--- src/rtl/seq_ctrl_pkg.sv ---
// seq_ctrl_pkg: state, opcode, ALU and write-back encodings shared by the seq_controller slice.
package seq_ctrl_pkg;

    typedef enum logic [2:0] {
        StFetch,
        StDecode,
        StExec,
        StOpfetch,
        StMem,
        StHalt
    } state_e;

    typedef enum logic [3:0] {
        ClsNop,
        ClsAlu,
        ClsLdi,
        ClsLd,
        ClsSt,
        ClsJmp,
        ClsJz,
        ClsJnz,
        ClsHlt,
        ClsIll
    } instr_class_e;

    localparam int unsigned OpNop  = 0;
    localparam int unsigned OpAdd  = 1;
    localparam int unsigned OpSub  = 2;
    localparam int unsigned OpAnd  = 3;
    localparam int unsigned OpOr   = 4;
    localparam int unsigned OpXor  = 5;
    localparam int unsigned OpNot  = 6;
    localparam int unsigned OpMov  = 7;
    localparam int unsigned OpLdi  = 8;
    localparam int unsigned OpLd   = 9;
    localparam int unsigned OpSt   = 10;
    localparam int unsigned OpJmp  = 11;
    localparam int unsigned OpJz   = 12;
    localparam int unsigned OpJnz  = 13;
    localparam int unsigned OpRsvd = 14;
    localparam int unsigned OpHlt  = 15;

    localparam logic [2:0] AluAdd = 3'd0;
    localparam logic [2:0] AluSub = 3'd1;
    localparam logic [2:0] AluAnd = 3'd2;
    localparam logic [2:0] AluOr  = 3'd3;
    localparam logic [2:0] AluXor = 3'd4;
    localparam logic [2:0] AluNot = 3'd5;
    localparam logic [2:0] AluMov = 3'd6;

    localparam logic [1:0] WbAlu = 2'd0;
    localparam logic [1:0] WbImm = 2'd1;
    localparam logic [1:0] WbMem = 2'd2;

    function automatic logic [1:0] wb_sel_for(instr_class_e cls);
        case (cls)
            ClsLdi:  return WbImm;
            ClsLd:   return WbMem;
            default: return WbAlu;
        endcase
    endfunction

endpackage

--- src/rtl/seq_ctrl_decode.sv ---
// seq_ctrl_decode: combinational instruction-word decoder (ALU op, register selects, class).
module seq_ctrl_decode
    import seq_ctrl_pkg::*;
#(
    parameter int unsigned DATA_W = 8,
    parameter int unsigned OPC_W  = 4,
    parameter int unsigned RSEL_W = 2
) (
    input  logic [DATA_W-1:0] ir,
    output logic [2:0]        alu_sel,
    output logic [RSEL_W-1:0] src_sel,
    output logic [RSEL_W-1:0] dst_sel,
    output logic [3:0]        instr_class
);

    logic [31:0] opc_val;
    logic        unused_ir;

    assign opc_val   = 32'(ir[DATA_W-1 -: OPC_W]);
    assign dst_sel   = ir[DATA_W-OPC_W-1 -: RSEL_W];
    assign src_sel   = ir[DATA_W-OPC_W-RSEL_W-1 -: RSEL_W];
    // Low bits below the src field carry no meaning.
    assign unused_ir = ^ir;

    always_comb begin
        alu_sel     = AluAdd;
        instr_class = ClsIll;
        case (opc_val)
            OpNop:  instr_class = ClsNop;
            OpAdd:  begin alu_sel = AluAdd; instr_class = ClsAlu; end
            OpSub:  begin alu_sel = AluSub; instr_class = ClsAlu; end
            OpAnd:  begin alu_sel = AluAnd; instr_class = ClsAlu; end
            OpOr:   begin alu_sel = AluOr;  instr_class = ClsAlu; end
            OpXor:  begin alu_sel = AluXor; instr_class = ClsAlu; end
            OpNot:  begin alu_sel = AluNot; instr_class = ClsAlu; end
            OpMov:  begin alu_sel = AluMov; instr_class = ClsAlu; end
            OpLdi:  instr_class = ClsLdi;
            OpLd:   instr_class = ClsLd;
            OpSt:   instr_class = ClsSt;
            OpJmp:  instr_class = ClsJmp;
            OpJz:   instr_class = ClsJz;
            OpJnz:  instr_class = ClsJnz;
            OpRsvd: instr_class = ClsIll;
            OpHlt:  instr_class = ClsHlt;
            default: instr_class = ClsIll;
        endcase
    end

endmodule

--- src/rtl/seq_controller.sv ---
// seq_controller: multi-cycle fetch/decode/execute controller with a req/ack memory handshake.
// Define TRAP_ILLEGAL_EN to trap opcode 0xE into HALT with a sticky illegal flag.
module seq_controller
    import seq_ctrl_pkg::*;
#(
    parameter int unsigned DATA_W   = 8,
    parameter int unsigned ADDR_W   = 8,
    parameter int unsigned OPC_W    = 4,
    parameter int unsigned NUM_REGS = 4,
    localparam int unsigned RSEL_W  = $clog2(NUM_REGS)
) (
    input  logic              clk,
    input  logic              reset,
    input  logic              run,
    input  logic [DATA_W-1:0] mem_rdata,
    input  logic              mem_ack,
    input  logic              alu_zero,
    output logic              mem_req,
    output logic              mem_we,
    output logic [ADDR_W-1:0] mem_addr,
    output logic [2:0]        alu_sel,
    output logic [RSEL_W-1:0] src_sel,
    output logic [RSEL_W-1:0] dst_sel,
    output logic              reg_we,
    output logic [1:0]        wb_sel,
    output logic [DATA_W-1:0] imm,
    output logic [ADDR_W-1:0] pc,
    output logic              halted,
    output logic              illegal
);

    state_e            state_q, state_d;
    logic [ADDR_W-1:0] pc_q, pc_d;
    logic [DATA_W-1:0] ir_q, ir_d;
    logic [DATA_W-1:0] imm_q, imm_d;
    logic [2:0]        alu_sel_q, alu_sel_d;
    logic [RSEL_W-1:0] src_sel_q, src_sel_d;
    logic [RSEL_W-1:0] dst_sel_q, dst_sel_d;
    logic [1:0]        wb_sel_q, wb_sel_d;
    logic              illegal_q, illegal_d;

    logic              req_c;
    logic              we_c;
    logic [2:0]        dec_alu_sel;
    logic [RSEL_W-1:0] dec_src_sel;
    logic [RSEL_W-1:0] dec_dst_sel;
    logic [3:0]        dec_class;
    instr_class_e      cls;
    logic [ADDR_W-1:0] target;
    logic [ADDR_W-1:0] pc_inc;

    seq_ctrl_decode #(
        .DATA_W (DATA_W),
        .OPC_W  (OPC_W),
        .RSEL_W (RSEL_W)
    ) u_decode (
        .ir          (ir_q),
        .alu_sel     (dec_alu_sel),
        .src_sel     (dec_src_sel),
        .dst_sel     (dec_dst_sel),
        .instr_class (dec_class)
    );

    assign cls    = instr_class_e'(dec_class);
    assign target = mem_rdata[ADDR_W-1:0];
    assign pc_inc = pc_q + ADDR_W'(1);

    always_ff @(posedge clk or posedge reset) begin
        if (reset) begin
            state_q   <= StFetch;
            pc_q      <= '0;
            ir_q      <= '0;
            imm_q     <= '0;
            alu_sel_q <= '0;
            src_sel_q <= '0;
            dst_sel_q <= '0;
            wb_sel_q  <= '0;
            illegal_q <= 1'b0;
        end else begin
            state_q   <= state_d;
            pc_q      <= pc_d;
            ir_q      <= ir_d;
            imm_q     <= imm_d;
            alu_sel_q <= alu_sel_d;
            src_sel_q <= src_sel_d;
            dst_sel_q <= dst_sel_d;
            wb_sel_q  <= wb_sel_d;
            illegal_q <= illegal_d;
        end
    end

    always_comb begin
        state_d   = state_q;
        pc_d      = pc_q;
        ir_d      = ir_q;
        imm_d     = imm_q;
        alu_sel_d = alu_sel_q;
        src_sel_d = src_sel_q;
        dst_sel_d = dst_sel_q;
        wb_sel_d  = wb_sel_q;
        illegal_d = illegal_q;
        req_c     = 1'b0;
        we_c      = 1'b0;
        reg_we    = 1'b0;
        mem_addr  = pc_q;

        unique case (state_q)
            StFetch: begin
                if (run) begin
                    req_c = 1'b1;
                    if (mem_ack) begin
                        ir_d    = mem_rdata;
                        pc_d    = pc_inc;
                        state_d = StDecode;
                    end
                end
            end
            StDecode: begin
                alu_sel_d = dec_alu_sel;
                src_sel_d = dec_src_sel;
                dst_sel_d = dec_dst_sel;
                wb_sel_d  = wb_sel_for(cls);
                case (cls)
                    ClsHlt: state_d = StHalt;
                    ClsNop: state_d = StFetch;
                    ClsLdi, ClsLd, ClsSt, ClsJmp, ClsJz, ClsJnz: state_d = StOpfetch;
                    ClsIll: begin
`ifdef TRAP_ILLEGAL_EN
                        illegal_d = 1'b1;
                        state_d   = StHalt;
`else
                        state_d   = StFetch;
`endif
                    end
                    default: state_d = StExec;
                endcase
            end
            StExec: begin
                reg_we  = 1'b1;
                state_d = StFetch;
            end
            StOpfetch: begin
                req_c = 1'b1;
                if (mem_ack) begin
                    imm_d = mem_rdata;
                    pc_d  = pc_inc;
                    case (cls)
                        ClsLdi:      state_d = StExec;
                        ClsLd, ClsSt: state_d = StMem;
                        ClsJmp: begin
                            pc_d    = target;
                            state_d = StFetch;
                        end
                        ClsJz: begin
                            if (alu_zero) pc_d = target;
                            state_d = StFetch;
                        end
                        ClsJnz: begin
                            if (!alu_zero) pc_d = target;
                            state_d = StFetch;
                        end
                        default: state_d = StFetch;
                    endcase
                end
            end
            StMem: begin
                req_c    = 1'b1;
                we_c     = (cls == ClsSt);
                mem_addr = imm_q[ADDR_W-1:0];
                if (mem_ack) begin
                    if (cls == ClsLd) begin
                        imm_d   = mem_rdata;
                        state_d = StExec;
                    end else begin
                        state_d = StFetch;
                    end
                end
            end
            StHalt: state_d = StHalt;
            default: state_d = StFetch;
        endcase
    end

    // A request raised in FETCH must not leak out while reset is held.
    assign mem_req = req_c & ~reset;
    assign mem_we  = we_c & ~reset;
    assign alu_sel = alu_sel_q;
    assign src_sel = src_sel_q;
    assign dst_sel = dst_sel_q;
    assign wb_sel  = wb_sel_q;
    assign imm     = imm_q;
    assign pc      = pc_q;
    assign halted  = (state_q == StHalt);
    assign illegal = illegal_q;

endmodule

--- config.mk ---
export PLATFORM = sky130hd
export DESIGN_NAME = seq_controller
export DESIGN_NICKNAME = d
export VERILOG_FILES = /design/src/rtl/seq_ctrl_pkg.sv /design/src/rtl/seq_ctrl_decode.sv /design/src/rtl/seq_controller.sv
export SDC_FILE = /design/constraint.sdc
export NUM_CORES = 1
export LEC_CHECK = 0
export ABC_AREA = 1
export BUFFER_PORTS_ARGS = -buffer_cell sky130_fd_sc_hd__buf_4
export CORE_ASPECT_RATIO = 0.9
export CORE_MARGIN = 1.5
export CORE_UTILIZATION = 50
export DETAILED_ROUTE_END_ITERATION = 12
export PLACE_DENSITY = 0.75
export SLEW_MARGIN = 20
export SYNTH_ARGS = -nofsm -noshare
export SYNTH_HDL_FRONTEND = slang
export SYNTH_HIERARCHICAL = 1
export SYNTH_SLANG_ARGS = --single-unit
--- constraint.sdc ---
create_clock -name clk -period 5.45 [get_ports clk]
set_clock_uncertainty 0.15 [all_clocks]
set_input_delay 0.2725 -clock clk [delete_from_list [all_inputs] [get_ports clk]]
set_output_delay 0.2725 -clock clk [all_outputs]
set_load 0.05 [all_outputs]
* Yosys cells after proc, flatten, opt, wreduce, memory -nomap -nowiden
Memory sizes are Yosys's and may differ from the RTL's.
Index checks and enable logic that the tools add are counted.
W data, S select, Z words.
** Word-level totals
- Bits in read-only memories :: 48
- Output and inout port bits :: 38
- Logic and storage cells :: 80
- Register bits :: 36
- Input port bits :: 13
- Memories :: 1
- Memory bits (writable) :: 0
- Latch bits :: 0
** Memory list
- (no name shown) :: words 16, bits a word 3, read ports 1, clocked after Yosys merged registers in 0, wr ports 0, line seq_controller.sv:123 : case (cls)
** Operators by class
- Reductions and logical operators :: 11
- Multiply operators :: 0
- Shift operators :: 0
- Eq/ne operators :: 30
- Bitwise operators :: 3
- $add $sub $neg :: 1
- $lt $le $gt $ge :: 0
- Multiplexer cells :: 26
- Divide/modulo/power cells :: 0
** Operator list (count)
- $mux W8 :: 9
- $pmux W4 S9 :: 1
- $eq A4 B3 Y1 const B :: 8
- $logic_not A32 Y1 :: 1
- $pmux W8 S2 :: 2
- $eq A4 B4 Y1 const B :: 7
- $pmux W8 S3 :: 1
- $pmux W3 S6 :: 1
- $eq A4 B2 Y1 const B :: 4
- $pmux W3 S5 :: 1
- $mux W3 :: 4
- $reduce_and A4 Y1 :: 3
- $ne A2 B2 Y1 const B :: 5
- $add A8 B1 Y8 const B :: 1
- $reduce_or A7 Y1 :: 1
- $eq A3 B2 Y1 const B :: 2
- $eq A3 B3 Y1 const B :: 2
- $pmux W3 S2 :: 1
- $eq A4 B1 Y1 const B :: 1
- $pmux W2 S2 :: 1
- $reduce_bool A2 Y1 :: 2
- $reduce_or A2 Y1 :: 2
- $eq A3 B1 Y1 const B :: 1
- $logic_not A3 Y1 :: 1
- other kinds (6) :: 9

* Depth between registers and ports, before layout
- Depth after elaboration :: 8
- Depth in mapped cells :: 13
- Depth with buffers taken out :: 12

* Modules after synthesis
Netlist, hierarchy kept.
** Modules (own cells, without submodules)
- seq_controller :: cells each 294, instances 1, area an instance 2062.0 um2, sequential area each 900.9 um2
- seq_ctrl_decode :: cells each 22, instances 1, area an instance 121.4 um2, sequential area each 0.0 um2

* Worst setup path before layout
Ideal clock, no wire load.
- Path type :: register to output
- Start point :: register ir_q[5]
- End point :: output mem_we
- Stages on the path, launching flop included :: 7
- Arrival :: 2.156 ns
- Path buffers :: 1
- Slack :: 2.872 ns
- Data required time :: 5.028 ns
- Path through :: dfrtp_1 > clkbuf_2 > o21ai_2 > nand3_1 > nor2_1 > nand2_1 > nor3_1
** On the way
- Word-level cells in the longest chain between the ends :: 6
- Elaborated cells on any way between the ends :: 20
- Classes of those cells :: 15 x eq/ne; 2 x mux; 1 x bitwise; 2 x reduce/logical
** RTL lines
- from (decl) :: line seq_controller.sv:34 : logic [DATA_W-1:0] ir_q, ir_d;
- from (signal assigned) :: line seq_controller.sv:82 : ir_q <= ir_d;
- $eq A4 B1 Y1 (tied with other cells) :: line seq_ctrl_decode.sv:28 : case (opc_val)
- $reduce_or A7 Y1 (no source line)
- $pmux W4 S9 * :: line seq_ctrl_decode.sv:28
- via cls[0] :: line seq_controller.sv:48 : instr_class_e cls;
- $eq A4 B3 Y1 * :: line seq_controller.sv:168 : we_c = (cls == ClsSt);
- $mux W1 * :: line seq_controller.sv:107 : unique case (state_q)
- $and A1 B1 Y1 * :: line seq_controller.sv:186 : assign mem_we = we_c & ~reset;
- to (decl) :: line seq_controller.sv:19 : output logic mem_we,
Mark *: on every way through the listed nets, which the timed path passes. The rest lies on a longest branch.

* Worst setup path in the final report
Same ends and word-level chain as after synthesis.

==> impl_metrics.tcl <==
set metrics [dict create \
    status "finished clean" \
    crit_arrival_ns 1.96 \
    max-slew-margin-rel_pct 57.1 \
    die-area_um2 4770 \
    path_class "flip-flop to output port" \
    cp_top_family "simple AND/OR/NAND/NOR gates" \
    worst_setup_path_start_kind "flip-flop" \
    regArea_um2 901 \
    drv_cap 0 \
    grt_setup_unrepaired "false" \
    grt_pass1_vias 1866 \
    finalPower_mw 1.65 \
    initial_core_util_pct 52.9 \
    cts_buffers 5 \
    grt_max_degree 28 \
    crit_path_cell_trace "o21ai_2 > nand3_1 > nor2_1 > nand2_1 > nor3_1 > buf_4" \
    slowest_delay_ns 0.48 \
    path_clk_slew_ns 0.07 \
    drc 0 \
    period_share_pct 43.6 \
    yosysSeqAreaShare_pct 41.3 \
    grt_pass1_wl_um 8770 \
    placed_area_um2 2540 \
    die_w_um 72.7 \
    ys_types 30 \
    totalWireLength_um 5210 \
    synth_seq_cells 36 \
    setup-tns-final_ns 0 \
    port_buffers 49 \
    diodes 0 \
    ir_worst_vdd_uv 300 \
    finalCriticalPeriod_ns 2.38 \
    tritoncts "built" \
    grt-ovfl-total 0 \
    cts_sinks 36 \
    h-tree-depth 2 \
    combPwrFrac_pct 59.5 \
    areaGrowthSynthToFinish_pct 21.0 \
    maxSlewViolCount 0 \
    multi_input_area_um2 1060 \
    num-nets-final 377 \
    p_leak_nw 1.47 \
    final_area_um2 2640 \
    drt-wirelength-per-cell_um 12.6 \
    final_antenna_net_count 0 \
    core_um2 4130 \
    synth_area_um2 2180 \
    hold_class "input port to flip-flop" \
    critPathCaptureType "output port" \
    yosys_warnings 6 \
    ys.flop_type "dfrtp_1" \
    cts_root_buf "clkbuf_8" \
    switching_power_mw 0.903 \
    mostFrequentLayoutCells "130 x nand2_1, 50 x buf_4, 36 x dfrtp_1" \
    clkPwrFrac_pct 11.6 \
    cp.buffers_inverters 1 \
    cts-resized-gates 0 \
    dp.cells 403 \
    swShare_pct 54.7 \
    setup_viol 0 \
    power_density_nw_per_um2 625 \
    vias_per_cell 5.01 \
    firstDrtPassIters 4 \
    synthArstFlopShare_pct 100 \
    place_congestion 0.875 \
    drt-initial-drc-count 120 \
    place_hpwl_um 3820 \
    hold_violations 0 \
    pwr-share-seq_pct 28.9 \
    syn_inst 316 \
    drive_above_1_share_pct 23.4 \
    finalNonFillerCells 412 \
    critPathMaxFanout 8 \
    cp.required_ns 5.03 \
    antenna_found_initial 0 \
    clock_path_buffers 2 \
    synth.avg_cell_area_um2 6.91 \
    track_usage_pct 24.1 \
    fmax_mhz 421 \
    ios 51 \
    worstMarginPinSlew_ns 0.641 \
    clock_latency_ns 0.30 \
    synth-edff-count 0 \
    vias 2064 \
    layout_commonest_cell "nand2_1" \
    fill_cells 385 \
    mappedNetlistNets 330 \
    cpMaxStageDelayCell "dfrtp_1" \
    die_h_um 65.7 \
    fp-row-count 22 \
    intPower_mw 0.748 \
]
Yosys cell counts (2+ instances only):
master	number	share of area (%)
nand2_1	130	22
nand3_1	17	3.9
buf_2	2	0.46
nor2_4	2	1.0
o21ai_0	16	3.7
o21ai_2	9	3.6
nand2_2	5	1.4
nand3_2	2	0.92
inv_2	5	0.86
xor2_1	4	1.6
buf_4	6	2.1
nor2_1	30	5.2
dfrtp_1	36	41
nor2_2	2	0.57
inv_1	32	5.5
o21ai_1	2	0.46
nand3b_1	2	0.69
a31oi_1	2	0.57
flip-flops by register name, summed over array words and instances (netlist names):
| register | count |
|---|---|
| alu_sel | 3 |
| dst_sel | 2 |
| imm | 8 |
| ir_q | 8 |
| pc | 8 |
| src_sel | 2 |
| state_q | 3 |
| wb_sel | 2 |
power groups by stage:
stage               Sequential [mW]  Combinational (mW)  Clock, mW
floorplan                     0.682               0.542          0
global placement              0.478               0.968          0
detailed placement            0.480               0.978          0
CTS                           0.477               0.983      0.194
global route                  0.497                1.08      0.204
finish                        0.478               0.983      0.191
what timing repair did:
action / in CTS / in global routing
endpoints found under the hold margin: 9 / 0
setup buffers: 0 / 0
hold buffers: 1 / 0
path summary, 6_finish.rpt:
| check | from | end | slack [ns] | depth (start not counted) |
|---|---|---|---|---|
| max | ir_q[5] | mem_we | 3.07 | 6 |
| min | mem_rdata[3] | imm[3] | 0.11 | 3 |
| max reg2reg | state_q[0] | src_sel[1] | 3.30 | 7 |
| min reg2reg | alu_sel[2] | alu_sel[2] | 0.32 | 2 |
| max in group asynchronous | reset | wb_sel[1] | 4.06 | 4 |
| min in group asynchronous | reset | pc[4] | 0.40 | 3 |
worst min-delay path, stage by stage:
cell	delay, ns
buf_4	0.09
inv_1	0.05
o21ai_2	0.12
layer usage:
layer	global-route usage, %	share of wire, %	up-vias
met2	34.7	44	67
met4	9.91	1.4	0
met1	34.8	48	918
met3	5.06	5.7	9
met5	0	0	-
li1	-	-	1070
cell type report:
type	instances	share of cell area, %
clock buffers	5	2.61
well taps	48	2.27
repair buffers	51	14.6
multi-input cells	231	40.3
clock inverters	3	0.711
flip-flops and latches	36	34.1
inverters	38	5.40
per-stage QoR:
stage | worst slack [ns] | hold WS, ns | util, %
6_report | 3.07 | 0.110 | 64.0
5_1_grt | 2.90 | 0.113 | 64.0
4_1_cts | 3.09 | 0.110 | 64.0
3_5_place_dp | 3.30 | 0.152 | 61.6
3_3_place_gp | 3.33 | 0.147 | 61.6
2_1_floorplan | 2.87 | 0.279 | -
logic make-up (layout without fill, tap and decap cells):
| family | after synthesis | after routing | synth area share [%] |
|---|---|---|---|
| AOI/OAI and AO/OA | 31 | 31 | 9.00 |
| xor gates and xnor gates | 4 | 4 | 1.60 |
| adders and majority gates | 1 | 1 | 0.573 |
| buffers and inverters | 49 | 97 | 9.97 |
| DFF | 36 | 36 | 41.3 |
| other | 1 | 1 | 0.172 |
| and+or+nand+nor | 194 | 194 | 37.4 |
(Power assumes the default switching activity.)
